<file path="config.mk">
export PLATFORM = sky130hd
export DESIGN_NAME = msp430_per_arbiter2_flat
export DESIGN_NICKNAME = d
export VERILOG_FILES = /design/src/rtl/msp430_per_arbiter2_if.sv /design/src/rtl/msp430_per_arbiter2.sv /design/src/flat_wrapper.sv
export SDC_FILE = /design/constraint.sdc
export NUM_CORES = 1
export LEC_CHECK = 0
export ABC_AREA = 1
export CAP_MARGIN = 5
export CORE_MARGIN = 5
export CORE_UTILIZATION = 30
export CTS_CLUSTER_SIZE = 20
export DETAILED_ROUTE_END_ITERATION = 6
export PLACE_DENSITY = 0.68
export SLEW_MARGIN = 20
export SYNTH_ARGS = -nofsm -noshare
export SYNTH_HDL_FRONTEND = slang
export SYNTH_SLANG_ARGS = --single-unit
</file>
<file path="constraint.sdc">
create_clock -name mclk -period 3.3 [get_ports mclk]
set_input_delay 0.66 -clock mclk [delete_from_list [all_inputs] [get_ports mclk]]
set_output_delay 0.66 -clock mclk [all_outputs]
set_load 0.005 [all_outputs]
</file>
<file path="src/rtl/msp430_per_arbiter2_if.sv">
// Requester channel of the two-master peripheral-bus arbiter: one transfer
// request with its grant, single-cycle ack and last read data.
interface msp430_per_arbiter2_if;
    logic        req;
    logic        lock;
    logic [13:0] addr;
    logic [1:0]  we;
    logic [15:0] din;
    logic        gnt;
    logic        ack;
    logic [15:0] dout;

    modport master (
        output req, lock, addr, we, din,
        input  gnt, ack, dout
    );

    modport slave (
        input  req, lock, addr, we, din,
        output gnt, ack, dout
    );
endinterface

</file>
<file path="src/rtl/msp430_per_arbiter2.sv">
// Two-master arbiter for one openMSP430 peripheral bus: registered request
// capture, one BUS cycle per transfer, single-cycle ack, optional locked bursts.
module msp430_per_arbiter2 #(
    parameter bit PRIO_FIXED = 1'b0,
    parameter int MAX_LOCK   = 4
) (
    input  logic                         mclk,
    input  logic                         puc_rst,
    msp430_per_arbiter2_if.slave         m0,
    msp430_per_arbiter2_if.slave         m1,
    output logic                         per_en,
    output logic [13:0]                  per_addr,
    output logic [1:0]                   per_we,
    output logic [15:0]                  per_din,
    input  logic [15:0]                  per_dout
);

    localparam logic [3:0] LOCK_LAST = 4'(MAX_LOCK - 1);

    typedef enum logic [1:0] {IDLE, BUS, ACK} state_t;

    state_t      state_reg, state_next;
    logic        owner_reg, owner_next;
    logic        last_owner_reg, last_owner_next;
    logic [3:0]  lock_cnt_reg, lock_cnt_next;
    logic [13:0] addr_reg, addr_next;
    logic [1:0]  we_reg, we_next;
    logic [15:0] din_reg, din_next;
    logic [15:0] dout_reg [2];

    logic [1:0]  req;
    logic [1:0]  lock;
    logic [13:0] req_addr [2];
    logic [1:0]  req_we   [2];
    logic [15:0] req_din  [2];
    logic [1:0]  gnt;
    logic [1:0]  ack;
    logic        sel;
    logic        bus_active;

    assign req         = {m1.req, m0.req};
    assign lock        = {m1.lock, m0.lock};
    assign req_addr[0] = m0.addr;
    assign req_addr[1] = m1.addr;
    assign req_we[0]   = m0.we;
    assign req_we[1]   = m1.we;
    assign req_din[0]  = m0.din;
    assign req_din[1]  = m1.din;

    // On a tie the master that did not own the bus last wins, unless fixed priority.
    assign sel = (req == 2'b11) ? (PRIO_FIXED ? 1'b0 : ~last_owner_reg) : req[1];

    always_ff @(posedge mclk) begin
        if (puc_rst) begin
            state_reg      <= IDLE;
            owner_reg      <= 1'b0;
            last_owner_reg <= 1'b1;
            lock_cnt_reg   <= 4'd0;
            addr_reg       <= '0;
            we_reg         <= '0;
            din_reg        <= '0;
        end else begin
            state_reg      <= state_next;
            owner_reg      <= owner_next;
            last_owner_reg <= last_owner_next;
            lock_cnt_reg   <= lock_cnt_next;
            addr_reg       <= addr_next;
            we_reg         <= we_next;
            din_reg        <= din_next;
        end
    end

    always_comb begin
        state_next      = state_reg;
        owner_next      = owner_reg;
        last_owner_next = last_owner_reg;
        lock_cnt_next   = lock_cnt_reg;
        addr_next       = addr_reg;
        we_next         = we_reg;
        din_next        = din_reg;
        unique case (state_reg)
            IDLE: begin
                if (|req) begin
                    owner_next      = sel;
                    last_owner_next = sel;
                    addr_next       = req_addr[sel];
                    we_next         = req_we[sel];
                    din_next        = req_din[sel];
                    state_next      = BUS;
                end
            end
            BUS: begin
                state_next = ACK;
            end
            ACK: begin
                // Locked continuation skips arbitration entirely, bounded by MAX_LOCK.
                if (lock[owner_reg] && req[owner_reg] && (lock_cnt_reg < LOCK_LAST)) begin
                    addr_next     = req_addr[owner_reg];
                    we_next       = req_we[owner_reg];
                    din_next      = req_din[owner_reg];
                    lock_cnt_next = lock_cnt_reg + 4'd1;
                    state_next    = BUS;
                end else begin
                    lock_cnt_next = 4'd0;
                    state_next    = IDLE;
                end
            end
            default: begin
                state_next = IDLE;
            end
        endcase
    end

    // Bus fields are forced to zero outside BUS so the OR-combined bus stays clean.
    assign bus_active = (state_reg == BUS);
    assign per_en     = bus_active;
    assign per_addr   = bus_active ? addr_reg : 14'd0;
    assign per_we     = bus_active ? we_reg   : 2'd0;
    assign per_din    = bus_active ? din_reg  : 16'd0;

    assign gnt = (state_reg != IDLE) ? (owner_reg ? 2'b10 : 2'b01) : 2'b00;
    assign ack = (state_reg == ACK)  ? (owner_reg ? 2'b10 : 2'b01) : 2'b00;

    generate
        for (genvar gi = 0; gi < 2; gi++) begin : g_dout
            always_ff @(posedge mclk) begin
                if (puc_rst) begin
                    dout_reg[gi] <= 16'h0000;
                end else if (bus_active && (we_reg == 2'b00) && (owner_reg == 1'(gi))) begin
                    dout_reg[gi] <= per_dout;
                end
            end
        end
    endgenerate

    assign m0.gnt  = gnt[0];
    assign m1.gnt  = gnt[1];
    assign m0.ack  = ack[0];
    assign m1.ack  = ack[1];
    assign m0.dout = dout_reg[0];
    assign m1.dout = dout_reg[1];

endmodule

</file>
<file path="src/flat_wrapper.sv">
// flat-port wrapper written by rule: the top's interface ports become plain ports
module msp430_per_arbiter2_flat 
#(
    parameter bit PRIO_FIXED = 1'b0,
    parameter int MAX_LOCK   = 4
)
  (mclk, puc_rst, per_en, per_addr, per_we, per_din, per_dout, m0_req, m0_lock, m0_addr, m0_we, m0_din, m0_gnt, m0_ack, m0_dout, m1_req, m1_lock, m1_addr, m1_we, m1_din, m1_gnt, m1_ack, m1_dout);
  msp430_per_arbiter2_if m0_i ();
  msp430_per_arbiter2_if m1_i ();
  input  logic mclk;
  input  logic puc_rst;
  output logic per_en;
  output logic [13:0] per_addr;
  output logic [1:0] per_we;
  output logic [15:0] per_din;
  input  logic [15:0] per_dout;
  input wire logic [$bits(m0_i.req)-1:0] m0_req;
  input wire logic [$bits(m0_i.lock)-1:0] m0_lock;
  input wire logic [$bits(m0_i.addr)-1:0] m0_addr;
  input wire logic [$bits(m0_i.we)-1:0] m0_we;
  input wire logic [$bits(m0_i.din)-1:0] m0_din;
  output wire logic [$bits(m0_i.gnt)-1:0] m0_gnt;
  output wire logic [$bits(m0_i.ack)-1:0] m0_ack;
  output wire logic [$bits(m0_i.dout)-1:0] m0_dout;
  input wire logic [$bits(m1_i.req)-1:0] m1_req;
  input wire logic [$bits(m1_i.lock)-1:0] m1_lock;
  input wire logic [$bits(m1_i.addr)-1:0] m1_addr;
  input wire logic [$bits(m1_i.we)-1:0] m1_we;
  input wire logic [$bits(m1_i.din)-1:0] m1_din;
  output wire logic [$bits(m1_i.gnt)-1:0] m1_gnt;
  output wire logic [$bits(m1_i.ack)-1:0] m1_ack;
  output wire logic [$bits(m1_i.dout)-1:0] m1_dout;
  assign m0_i.req = m0_req;
  assign m0_i.lock = m0_lock;
  assign m0_i.addr = m0_addr;
  assign m0_i.we = m0_we;
  assign m0_i.din = m0_din;
  assign m0_gnt = m0_i.gnt;
  assign m0_ack = m0_i.ack;
  assign m0_dout = m0_i.dout;
  assign m1_i.req = m1_req;
  assign m1_i.lock = m1_lock;
  assign m1_i.addr = m1_addr;
  assign m1_i.we = m1_we;
  assign m1_i.din = m1_din;
  assign m1_gnt = m1_i.gnt;
  assign m1_ack = m1_i.ack;
  assign m1_dout = m1_i.dout;
  msp430_per_arbiter2 #(.PRIO_FIXED(PRIO_FIXED), .MAX_LOCK(MAX_LOCK)) u_core (.mclk(mclk), .puc_rst(puc_rst), .m0(m0_i), .m1(m1_i), .per_en(per_en), .per_addr(per_addr), .per_we(per_we), .per_din(per_din), .per_dout(per_dout));
endmodule
</file>
== Yosys cells after proc, flatten, opt, wreduce, memory -nomap -nowiden ==
Memory sizes are Yosys's and may differ from the RTL's.
Cells that the tools add are included.

* RAM bits: 32
* Flip-flop bits (word level): 40
* Input bits: 86
* Logic and storage cells: 88
* Memories: 1
* Output and inout port bits: 69

{| class="wikitable"
|+ Memory list
! memory !! words !! bits a word !! rd ports !! clocked after memory_dff !! wr ports !! line !! RTL
|-
| u_core.dout_reg || 2 || 16 || 2 || 0 || 2 || msp430_per_arbiter2.sv:29 || <nowiki>logic [15:0] dout_reg [2];</nowiki>
|}

* Reduce and logical (&&, ||, !) cells: 12
* $add $sub $neg: 1
* $lt $le $gt $ge: 4
* Equal/unequal tests: 5
* Multiplexer cells: 52
* Bitwise gates (word level): 6

{| class="wikitable"
|+ Operators with widths
! kind !! number
|-
| $mux 16 || 11
|-
| $mux 14 || 9
|-
| $pmux 16 s2 || 1
|-
| $pmux 14 s2 || 1
|-
| $mux 2 || 13
|-
| $mux 1 || 14
|-
| $pmux 2 s3 || 1
|-
| $logic_and 1x1->1 || 5
|-
| $add 4x1->4 const B || 1
|-
| $eq 2x2->1 const B || 2
|-
| $ge 2x2->1 const B || 2
|-
| $logic_not 2->1 || 2
|-
| $lt 4x2->1 const B || 1
|-
| $mux 4 || 1
|-
| $ne 2x1->1 const B || 2
|-
| $not 1->2 || 2
|-
| $pmux 2 s2 || 1
|-
| $reduce_bool 2->1 || 2
|-
| $reduce_and 3->1 || 1
|-
| $eq 2x1->1 const B || 1
|-
| $lt 1x2->1 const B || 1
|-
| $not 1->1 || 2
|-
| $or 1x1->1 || 2
|-
| $reduce_and 2->1 || 1
|-
| $reduce_or 2->1 || 1
|}

== Longest topological paths before layout ==
Gate-level depths: netlist (run 1).

* Depth after elaboration: 8
* Mapped depth: 9
* Depth with buffers taken out: 8

== Worst setup path before layout (run 1) ==
No wires, ideal clock.

* Path kind: input-to-reg
* From: input puc_rst
* To: memory u_core.dout_reg[1][10], data pin
* Slack: 1.643 ns
* Library setup time: 0.256 ns
* Cell stages on the path: 5
* Required time: 3.044 ns
* Path buffers: 2
* Data arrival time: 1.401 ns
* Cell sequence: clkbuf_1 inv_2 nand2_1 buf_2 nor2_1

{| class="wikitable"
|+ RTL lines
! element !! line !! RTL
|-
| start: declaration || flat_wrapper.sv:11 || <nowiki>input logic puc_rst;</nowiki>
|-
| end: declaration || msp430_per_arbiter2.sv:29 ||
|}

== Worst setup path after layout (run 1) ==
* From: register u_core.state_reg[0]
* To: output per_we[1]

* Cells in the longest elaborated chain, start to end: 2

{| class="wikitable"
|+ Ends and longest elaborated chain
! element !! line !! RTL
|-
| start: declaration || msp430_per_arbiter2.sv:22 || <nowiki>state_t state_reg, state_next;</nowiki>
|-
| start signal: assignment || msp430_per_arbiter2.sv:63 || <nowiki>state_reg <= state_next;</nowiki>
|-
| $eq 2x1->1 || msp430_per_arbiter2.sv:115 || <nowiki>assign bus_active = (state_reg == BUS);</nowiki>
|-
| $mux 2 || msp430_per_arbiter2.sv:118 || <nowiki>assign per_we = bus_active ? we_reg : 2'd0;</nowiki>
|-
| end: declaration || flat_wrapper.sv:14 || <nowiki>output logic [1:0] per_we;</nowiki>
|}

No other way between the ends.

==> flow_summary.json, run 1 <==
{
  "power.share.clock": 0.338,
  "cts_htree_levels": 3,
  "route.detailed.drc": 0,
  "syn_nets": 787,
  "worst_setup_ep_type": "output pin",
  "port_buffers": 154,
  "cts_root_buffer": "sky130_fd_sc_hd__clkbuf_16",
  "combPwrFrac": 0.263,
  "fin_cells": 1021,
  "setup_total_negative_slack_ns": 0,
  "placed_cell_count": 1005,
  "drv.max_cap_violation_count": 0,
  "power.net_switching_mw": 0.777,
  "route.vias.total": 4474,
  "first_pass_iters": 4,
  "power_density_nw_per_um2": 412,
  "layout-drive-gt1-share": 0.0621,
  "clock-sinks": 72,
  "core.rowCount": 44,
  "die_area_um2": 17300,
  "grt_setup_unrepaired": "no",
  "route.detailed.wl_per_inst_um": 13.1,
  "clockBufferDepth": 2,
  "finalSetupViolCount": 0,
  "post-route-period-util": 0.865,
  "hold_viol": 0,
  "clock_pin_slew_worst_setup_and_hold_paths_ns": 0.06,
  "timing.critical_path.slowest_cell_delay_ns": 0.56,
  "start_to_end_type_of_the_worst_setup_path": "register to output pin",
  "cts_tree": "done",
  "pin_count_of_the_biggest_net_entering_global_routing": 61,
  "fin_total_pwr_mw": 2.62,
  "nets": 919,
  "cts.repair.resized": 0,
  "dp_hpwl_um": 9330,
  "first_pass_grt_wire_length_um": 21200,
  "antennaDiodeCount": 0,
  "p_leak_nw": 2.97,
  "clkLatencyLatePin_ns": 0.33,
  "worstPathMaxFanout": 36,
  "worst_ep_arrival_time_ns": 2.19,
  "post_synth_main_area_contributors": "sky130_fd_sc_hd__edfxtp_1, sky130_fd_sc_hd__dfxtp_1, sky130_fd_sc_hd__nand2_1, sky130_fd_sc_hd__nand3_1, sky130_fd_sc_hd__nor2_1",
  "power.sequential.fraction": 0.399,
  "hold-path-cell-count": 2,
  "worst-r2r-setup-slack_ns": 1.09,
  "rr_worst_depth": 8,
  "cp.depth": 3,
  "peakVddDrop_uv": 304,
  "synth_cells": 700,
  "postSynthRegisterBits": 72,
  "share_of_yosys_cell_area_claimed_by_the_top_area_cell_type": 0.217,
  "finalWeightedCongestion": 0.785,
  "grt.overflow.total": 0,
  "outcome": "complete, no violations",
  "drt_wl_total_um": 13400,
  "grt_usage": 0.149,
  "fmaxAchievable_mhz": 350,
  "die_ht_um": 131,
  "critPathLaunchType": "register",
  "antenna_violations_before_repair": 0,
  "synth_largest_area_cell": "sky130_fd_sc_hd__edfxtp_1",
  "yosysSeqAreaShare": 0.399,
  "worst_path_dominant_cell_family": "simple AND/OR/NAND/NOR gates",
  "post_synth_instance_area_um2": 4420,
  "drt_first_iter_violations": 262,
  "initial_core_util": 0.305,
  "internal_power_mw": 1.85,
  "critical-path-slowest-cell": "sky130_fd_sc_hd__clkdlybuf4s50_1",
  "mostFrequentLayoutCell": "sky130_fd_sc_hd__nand2_1",
  "cp_required_ns": 2.64,
  "vias_per_cell": 4.38,
  "syn2layout_area_growth_pct": 43.9,
  "design.core.area_um2": 14500,
  "fin_crit_ns": 2.85,
  "vias_in_the_first_global_route": 4154,
  "cts-buffers-inserted": 9,
  "postRouteAntennaNets": 0,
  "final_cell_mix": "sky130_fd_sc_hd__nand2_1, sky130_fd_sc_hd__clkdlybuf4s50_1, sky130_fd_sc_hd__nor2_1",
  "die_width_um": 131,
  "worstHoldPathType": "register to register",
  "post-cts-setup-buffer-count": 0,
  "sequence_of_cells_on_the_critical_path": "nand2_2, nor2_1, clkdlybuf4s50_1",
  "synth.distinct_cells": 21,
  "largest_register_ff_count": 32,
  "ioPinCount": 155,
  "p_sw_frac": 0.296,
  "ctsHoldBuffers": 0,
  "clock_skew_after_layout_ns": 0.00916,
  "ys_warn_count": 0,
  "report.final.slew_viol_count": 0,
  "postSynthAreaPerCell_um2": 6.31,
  "worstPathBufferInverterCount": 1,
  "max_slew_margin": 0.466,
  "timing_worst_slew_pin_value_ns": 0.799
}
logic make-up after synthesis:
logic type	Yosys count	share of synthesized area
adder cells (fa/ha/maj)	1	0.00283
AO/OA/AOI/OAI	37	0.0445
flip-flops	72	0.399
buffers and inverters	163	0.148
AND/OR/NAND/NOR	427	0.406
power groups by stage:
stage	registers [mW]	clock network [mW]	logic [mW]
after floorplan	1.06	0	0.395
final	1.05	0.885	0.691
after global placement	1.06	0	0.692
after detailed placement	1.07	0	0.698
after global routing	1.05	0.950	0.779
after CTS	1.05	0.909	0.702
stage by stage:
step                      hold slack, ns  area [µm²]   util  setup slack [ns]
after global routing               0.447        6360  0.439             0.293
after global placement             0.429        6090  0.420             0.735
after detailed placement           0.432        6090  0.420             0.764
after CTS                          0.440        6360  0.439             0.391
after floorplan                    0.418        4420      -              1.64
final                              0.440        6360  0.439             0.446
metal layers:
layer,GRT usage,part of all wire,vias to the layer above
li1,-,-,2391
met1,0.189,0.43,1939
met2,0.249,0.48,138
met3,0.0455,0.080,6
met4,0.0360,0.0081,0
met5,0,0,-
path summary, 6_finish.rpt:
path,endpoint,from
setup / recovery,per_we[1],u_core.state_reg[0]
hold reg to reg,u_core.lock_cnt_reg[3],u_core.lock_cnt_reg[3]
setup reg to reg,u_core.din_reg[11],u_core.owner_reg
hold / removal,u_core.lock_cnt_reg[3],u_core.lock_cnt_reg[3]
final cells by class:
type                            instances  area [µm²]
Fill cell                            1477        8120
Timing Repair Buffer                  164        1640
Clock inverter                          7        47.5
Multi-Input combinational cell        465        2010
Sequential cell                        72        1760
Inverter                              120         450
Clock buffer                            9         225
Tap cell                              184         230
Yosys cell counts:
| library cell | n |
|---|---|
| sky130_fd_sc_hd__nand2_1 | 178 |
| sky130_fd_sc_hd__nor2_1 | 129 |
| sky130_fd_sc_hd__inv_1 | 115 |
| sky130_fd_sc_hd__nand3_1 | 101 |
| sky130_fd_sc_hd__dfxtp_1 | 40 |
| sky130_fd_sc_hd__o21ai_0 | 33 |
| sky130_fd_sc_hd__edfxtp_1 | 32 |
| sky130_fd_sc_hd__buf_2 | 19 |
| sky130_fd_sc_hd__clkbuf_1 | 18 |
| sky130_fd_sc_hd__nor2_2 | 12 |
| sky130_fd_sc_hd__inv_2 | 5 |
| sky130_fd_sc_hd__a21oi_1 | 3 |
| sky130_fd_sc_hd__buf_4 | 3 |
| sky130_fd_sc_hd__buf_1 | 2 |
| sky130_fd_sc_hd__nand2_2 | 2 |
| sky130_fd_sc_hd__nor4_2 | 2 |
| sky130_fd_sc_hd__or2_2 | 2 |
| sky130_fd_sc_hd__buf_6 | 1 |
| sky130_fd_sc_hd__ha_1 | 1 |
| sky130_fd_sc_hd__nor2_4 | 1 |
| sky130_fd_sc_hd__o21ai_4 | 1 |
worst reg2reg max path, stage by stage, from the launching register on:
cell and delay, ns:
sky130_fd_sc_hd__dfxtp_2 0.47, sky130_fd_sc_hd__buf_4 0.51, sky130_fd_sc_hd__nand3_1 0.14, sky130_fd_sc_hd__nand2_1 0.09
sky130_fd_sc_hd__nand2_1 0.39, sky130_fd_sc_hd__buf_12 0.33, sky130_fd_sc_hd__nand3_1 0.07, sky130_fd_sc_hd__nand2_1 0.05
sky130_fd_sc_hd__nor2_1 0.09
Note: power is estimated with default switching activity, not from simulation.
==> run 2, diff against run 1 <==
Settings changed: SLEW_MARGIN 20 to 15.
==> results of run 2 <==
Same layout as run 1: the final DEF is identical, and so are final timing and power.
==> run 3, diff against run 2 <==
Settings changed: CTS_CLUSTER_SIZE 20 to 25.
==> results of run 3 <==
Same layout as run 1: the final DEF is identical, and so are final timing and power.
